File: src/rtl/rcpu_io_pkg.sv
// Shared RCPU IO constants: one-hot select bits, SPI command/status field positions
// and the SPI bit engine state type.
package rcpu_io_pkg;

  localparam int IO_PMOD    = 0;
  localparam int IO_UART    = 12;
  localparam int IO_MISC_IN = 13;
  localparam int IO_SPI     = 14;

  // Field positions use the bus numbering, where bit 15 is the LSB.
  localparam int SPI_CMD_CS   = 6;
  localparam int SPI_CS_VAL   = 7;
  localparam int SPI_BUSY_BIT = 7;

  typedef enum logic [1:0] {
    SPI_IDLE,
    SPI_LOW,
    SPI_HIGH
  } spi_state_e;

endpackage

File: src/rtl/spi_bit_engine.sv
// SPI mode 0 byte engine, MSB first: SCK phase sequencing, phase divider,
// bit counter and the tx/rx shift registers.
//
// state    | meaning
// SPI_IDLE | sck=0, not busy, waiting for start_i
// SPI_LOW  | sck=0 for CLKDIV cycles, mosi holds the current bit
// SPI_HIGH | sck=1 for CLKDIV cycles, miso already captured on entry
module spi_bit_engine
  import rcpu_io_pkg::*;
#(
  parameter int CLKDIV = 2
) (
  input  logic       clk,
  input  logic       resetq,
  input  logic       start_i,
  input  logic [7:0] byte_i,
  input  logic       miso_i,
  output logic       busy_o,
  output logic [7:0] byte_o,
  output logic       sck_o,
  output logic       mosi_o
);

  localparam logic [7:0] DIV_RELOAD = 8'(CLKDIV - 1);

  spi_state_e state_q, state_d;
  logic [7:0] div_q, div_d;
  logic [2:0] cnt_q, cnt_d;
  logic [7:0] tx_q, tx_d;
  logic [7:0] rx_q, rx_d;
  logic [7:0] rx_byte_q, rx_byte_d;
  logic       sck_q, sck_d;
  logic       mosi_q, mosi_d;

  always_ff @(posedge clk or negedge resetq) begin
    if (!resetq) begin
      state_q   <= SPI_IDLE;
      div_q     <= '0;
      cnt_q     <= '0;
      tx_q      <= '0;
      rx_q      <= '0;
      rx_byte_q <= '0;
      sck_q     <= 1'b0;
      mosi_q    <= 1'b0;
    end else begin
      state_q   <= state_d;
      div_q     <= div_d;
      cnt_q     <= cnt_d;
      tx_q      <= tx_d;
      rx_q      <= rx_d;
      rx_byte_q <= rx_byte_d;
      sck_q     <= sck_d;
      mosi_q    <= mosi_d;
    end
  end

  always_comb begin
    state_d   = state_q;
    div_d     = div_q;
    cnt_d     = cnt_q;
    tx_d      = tx_q;
    rx_d      = rx_q;
    rx_byte_d = rx_byte_q;
    sck_d     = sck_q;
    mosi_d    = mosi_q;
    case (state_q)
      SPI_IDLE: begin
        sck_d = 1'b0;
        if (start_i) begin
          tx_d    = byte_i;
          mosi_d  = byte_i[7];
          cnt_d   = '0;
          div_d   = DIV_RELOAD;
          state_d = SPI_LOW;
        end
      end
      SPI_LOW: begin
        if (div_q == 8'd0) begin
          sck_d   = 1'b1;
          rx_d    = {rx_q[6:0], miso_i};
          div_d   = DIV_RELOAD;
          state_d = SPI_HIGH;
        end else begin
          div_d = div_q - 8'd1;
        end
      end
      SPI_HIGH: begin
        if (div_q == 8'd0) begin
          sck_d = 1'b0;
          if (cnt_q == 3'd7) begin
            // rx_q already holds the eighth bit, captured when this phase began.
            rx_byte_d = rx_q;
            state_d   = SPI_IDLE;
          end else begin
            cnt_d   = cnt_q + 3'd1;
            tx_d    = {tx_q[6:0], 1'b0};
            mosi_d  = tx_q[6];
            div_d   = DIV_RELOAD;
            state_d = SPI_LOW;
          end
        end else begin
          div_d = div_q - 8'd1;
        end
      end
      default: state_d = SPI_IDLE;
    endcase
  end

  assign busy_o = (state_q != SPI_IDLE);
  assign byte_o = rx_byte_q;
  assign sck_o  = sck_q;
  assign mosi_o = mosi_q;

endmodule

File: src/rtl/io_spi_master.sv
// Memory-mapped SPI master on the RCPU IO bus: one-hot decode, software chip select,
// registered status/rx read word (zero when unselected so it can be OR-ed into the read mux).
module io_spi_master
  import rcpu_io_pkg::*;
#(
  parameter int SEL_BIT = IO_SPI,
  parameter int CLKDIV  = 2
) (
  input  logic        clk,
  input  logic        resetq,
  input  logic        io_read_enable,
  input  logic        io_write_enable,
  input  logic [0:15] io_address,
  input  logic [0:15] io_write_data,
  output logic [0:15] io_read_data,
  output logic        sck,
  output logic        mosi,
  input  logic        miso,
  output logic        cs_n
);

  logic        sel;
  logic        wr_accept;
  logic        start;
  logic        busy;
  logic [7:0]  rx_byte;
  logic [0:15] status_word;
  logic        cs_n_q, cs_n_d;
  logic [0:15] rd_q, rd_d;
  logic        unused_bus;

  assign sel       = io_address[SEL_BIT];
  // Every write, CS commands included, is dropped while a byte is in flight.
  assign wr_accept = io_write_enable & sel & ~busy;
  assign start     = wr_accept & ~io_write_data[SPI_CMD_CS];

  always_comb begin
    status_word               = '0;
    status_word[SPI_BUSY_BIT] = busy;
    status_word[8:15]         = rx_byte;
  end

  always_comb begin
    cs_n_d = cs_n_q;
    rd_d   = rd_q;
    if (wr_accept && io_write_data[SPI_CMD_CS]) begin
      cs_n_d = ~io_write_data[SPI_CS_VAL];
    end
    if (io_read_enable) begin
      rd_d = sel ? status_word : '0;
    end
  end

  always_ff @(posedge clk or negedge resetq) begin
    if (!resetq) begin
      cs_n_q <= 1'b1;
      rd_q   <= '0;
    end else begin
      cs_n_q <= cs_n_d;
      rd_q   <= rd_d;
    end
  end

  spi_bit_engine #(
    .CLKDIV(CLKDIV)
  ) u_engine (
    .clk    (clk),
    .resetq (resetq),
    .start_i(start),
    .byte_i (io_write_data[8:15]),
    .miso_i (miso),
    .busy_o (busy),
    .byte_o (rx_byte),
    .sck_o  (sck),
    .mosi_o (mosi)
  );

  assign io_read_data = rd_q;
  assign cs_n         = cs_n_q;
  assign unused_bus   = ^{io_address, io_write_data[0:5]};

endmodule

File: config.mk
export PLATFORM = sky130hd
export DESIGN_NAME = io_spi_master
export DESIGN_NICKNAME = d
export VERILOG_FILES = /design/src/rtl/rcpu_io_pkg.sv /design/src/rtl/spi_bit_engine.sv /design/src/rtl/io_spi_master.sv
export SDC_FILE = /design/constraint.sdc
export NUM_CORES = 1
export LEC_CHECK = 0
export ABC_AREA = 1
export CORE_ASPECT_RATIO = 1.5
export CORE_UTILIZATION = 40
export CTS_BUF_LIST = sky130_fd_sc_hd__clkbuf_8
export CTS_CLUSTER_SIZE = 24
export DETAILED_ROUTE_END_ITERATION = 8
export GPL_TIMING_DRIVEN = 0
export PLACE_DENSITY = 0.74
export SLEW_MARGIN = 20
export SYNTH_ARGS = -nofsm -noshare
export SYNTH_HDL_FRONTEND = slang
export SYNTH_HIERARCHICAL = 1
export SYNTH_SLANG_ARGS = --single-unit
File: constraint.sdc
create_clock -name clk -period 1.7 [get_ports clk]
set_input_delay 0.51 -clock clk [delete_from_list [all_inputs] [get_ports clk]]
set_output_delay 0.51 -clock clk [all_outputs]
set_load 0.01 [all_outputs]
==> flow_metrics.tcl <==
set metrics [dict create \
    switchingPower_uw 2248 \
    drive_above_1_share_pct 24.86 \
    crit_fanout 5 \
    setup_ws_ns -0.05501 \
    rr_startpoint "u_engine/state_q[1]" \
    finalNonFillerCells 434 \
    synth_fa_ha_area_share_pct 4.525 \
    yosys_warnings 6 \
    power_frac_seq_pct 31.1 \
    muxShareOfSynthArea_pct 0 \
    hpwlAfterDp_mm 3.500 \
    synth_top_family_by_area "simple AND/OR/NAND/NOR gates" \
    netlist_instances 304 \
    cts_max_level 2 \
    wl_per_cell_um 13.07 \
    grt-ovfl-total 0 \
    critPathLaunchType "flop" \
    fin_worst_skew_ns 0.008599 \
    synth_simple_gate_area_share_pct 25.69 \
    drt_iter0_drc 170 \
    violations "negative setup slack" \
    io_buffers 26 \
    fmax_mhz 569.8 \
    dpl.cell_count 409 \
    setup_viol 13 \
    clock_power_share_pct 13.9 \
    syn_avg_cell_area_um2 8.186 \
    ir_worst_vdd_mv 0.6085 \
    status "finished with violations" \
    first_global_vias 2001 \
    p_sw_share_pct 43.29 \
    cts_root_buf "clkbuf_8" \
    hold_buffers 0 \
    route.detailed.drc 0 \
    fillers 516 \
    cts_tree "done" \
    die_y_um 98.61 \
    ff_latch_area_mm2 0.001202 \
    place.gp.congestion 0.7758 \
    finalMaxSlewViolations 0 \
    required_ns 1.95 \
    num_io_pins 56 \
    die-area_mm2 0.006547 \
    synth-compound-area-share_pct 8.798 \
    p_comb_share_pct 55.1 \
    holdWs_ns 0.1248 \
    ys_types 26 \
    grt_max_degree 32 \
    worstPathArrival_ns 2.00 \
    path_class "reg2reg" \
    dr.pass1.iters 4 \
    diodes 0 \
    synth-xor-area-share_pct 1.056 \
    clockBufferDepth 2 \
    period_share_pct 103.2 \
    cts.sinks 48 \
    fin_nets 407 \
    grt_pass1_wl_mm 8.411 \
    wl_mm 5.671 \
    maxCapViolCount 0 \
    end_kind "flop" \
    synthesis.area_mm2 0.002489 \
    vias_per_cell 4.942 \
    rsz0062_at_grt "yes" \
    drtAntennaViolNets 0 \
    multi_input_area_mm2 0.001182 \
    start_util_pct 42.09 \
    dieWidth_um 66.40 \
    startpoint "u_engine/state_q[1]" \
    clock_latency_ns 0.30 \
    rows 34 \
    ys_ff_latch 48 \
    vias 2145 \
    numCtsBuffers 5 \
    ys_seq_area_share_pct 48.32 \
    finalCriticalPeriod_ns 1.755 \
    worstHoldPathType "in2async" \
    regToRegSetupSlack_ns -0.06 \
    core_mm2 0.005913 \
    powerDensity_mw_per_mm2 1584 \
    p_leak_uw 0.001709 \
    p_int_uw 2946 \
    path_clk_slew_ns 0.09 \
    antenna_found_initial 0 \
    hold_violations 0 \
    grtUsageTotal_pct 16.60 \
    area_growth_pct 31.72 \
]
## cells in the mapped netlist, drive strengths merged
cell,instances,area share (%)
nand4,1,0.25
xnor2,1,0.35
nand3,32,7.1
a21oi,2,0.40
nor2,11,2.0
clkbuf,1,0.15
buf,15,5.1
conb,1,0.15
o21ai,32,7.9
ha,9,4.5
or2,1,0.25
nor3,2,0.40
dfrtp,47,47
a21boi,1,0.45
inv,41,6.2
nand2,104,16
xor2,2,0.70
dfstp,1,1.1
## state kept, by name, summed over array words and instances, names as in the netlist
register and flops:
cs_n 1, u_engine/tx_q 7, u_engine/byte_o 8, u_engine/mosi_o 1, u_engine/div_q 8, u_engine/cnt_q 3, io_read_data 9, u_engine/rx_q 8
u_engine/sck_o 1, u_engine/state_q 2
## layout make-up
cell class	instances	share of cell area [%]
Buffer	16	4.122
Clock buffer	6	2.519
Clock inverter	2	0.4198
Inverter	41	5.000
Multi-Input combinational cell	205	36.07
Sequential cell	48	36.68
Tap cell	72	2.748
Timing Repair Buffer	44	12.44
## cells in the final DEF (no fill, tap or decap), drive strengths merged
master         instances
ha                     9
buf                   34
o21ai                 32
conb                   7
dlygate4sd2           12
a21oi                  2
xor2                   2
clkdlybuf4s50         11
clkbuf                 7
or2                    1
xnor2                  1
nor3                   2
a21boi                 1
nand3                 32
inv                   42
nand2                104
dlymetal6s2s           2
dfstp                  1
nand4                  1
nor2                  11
clkinv                 1
dfrtp                 47
## stage by stage
stage / setup WS [ns] / setup TNS [ns] / utilization (%) / power, µW / cell area (µm²)
finish: -0.05501 / -0.4777 / 55.44 / 5194 / 3278
global route: -0.1248 / -1.611 / 55.44 / 5544 / 3278
CTS: 0.01972 / 0 / 51.69 / 4539 / 3057
detailed placement: -0.4131 / -7.191 / 48.65 / 3548 / 2877
global placement: -1.219 / -64.75 / 48.39 / 3479 / 2861
floorplan: 0.08391 / 0 / - / 3037 / 2511
## path summary, 6_finish.rpt
check                      depth (start not counted)             endpoint
setup / recovery                                  10  u_engine/state_q[1]
hold / removal                                     1     u_engine/rx_q[4]
min in group clk                                   2                 cs_n
hold reg to reg                                    2                 cs_n
setup reg to reg                                  10  u_engine/state_q[1]
max in group asynchronous                          2                 cs_n
## cells by family after synthesis
kind of cell,count (synthesis)
and+or+nand+nor,151
buffers and inverters,57
DFF,48
AOI/OAI and AO/OA,35
adders and majority gates,9
xor gates and xnor gates,3
other,1
## what timing repair did
action / 4_1_cts / 5_1_grt
resized for setup: 32 / 37
setup buffers: 4 / 11
cloned: 1 / 1
setup endpoints to repair: 33 / 32
endpoints found under the hold margin: 0 / 0
pin swaps: 0 / 15
## power by group through the flow
stage | registers (µW) | clock network [µW] | logic (µW)
2_1_floorplan | 1620 | 0 | 1420
4_1_cts | 1600 | 750 | 2190
5_1_grt | 1640 | 787 | 3120
6_report | 1610 | 721 | 2860
3_5_place_dp | 1630 | 0 | 1910
3_3_place_gp | 1620 | 0 | 1860
## critical path, cell delays in order, from the launching register on
cell and delay [ns]:
dfrtp_1 0.45, inv_2 0.13, ha_4 0.18, inv_6 0.05, nor3_2 0.09, inv_1 0.07, nand2_2 0.13, a21boi_4 0.28
buf_6 0.18, nand3_2 0.07, nand2_1 0.07
## routing by layer
layer | wire (µm) | part of all wire [%] | track usage [%]
met3 | 188 | 3.3 | 3.009
met1 | 2243 | 40 | 17.38
met4 | 200 | 3.5 | 9.656
met2 | 3039 | 54 | 29.91
met5 | 0 | 0 | 0
Power figures use the tool's default switching activity.
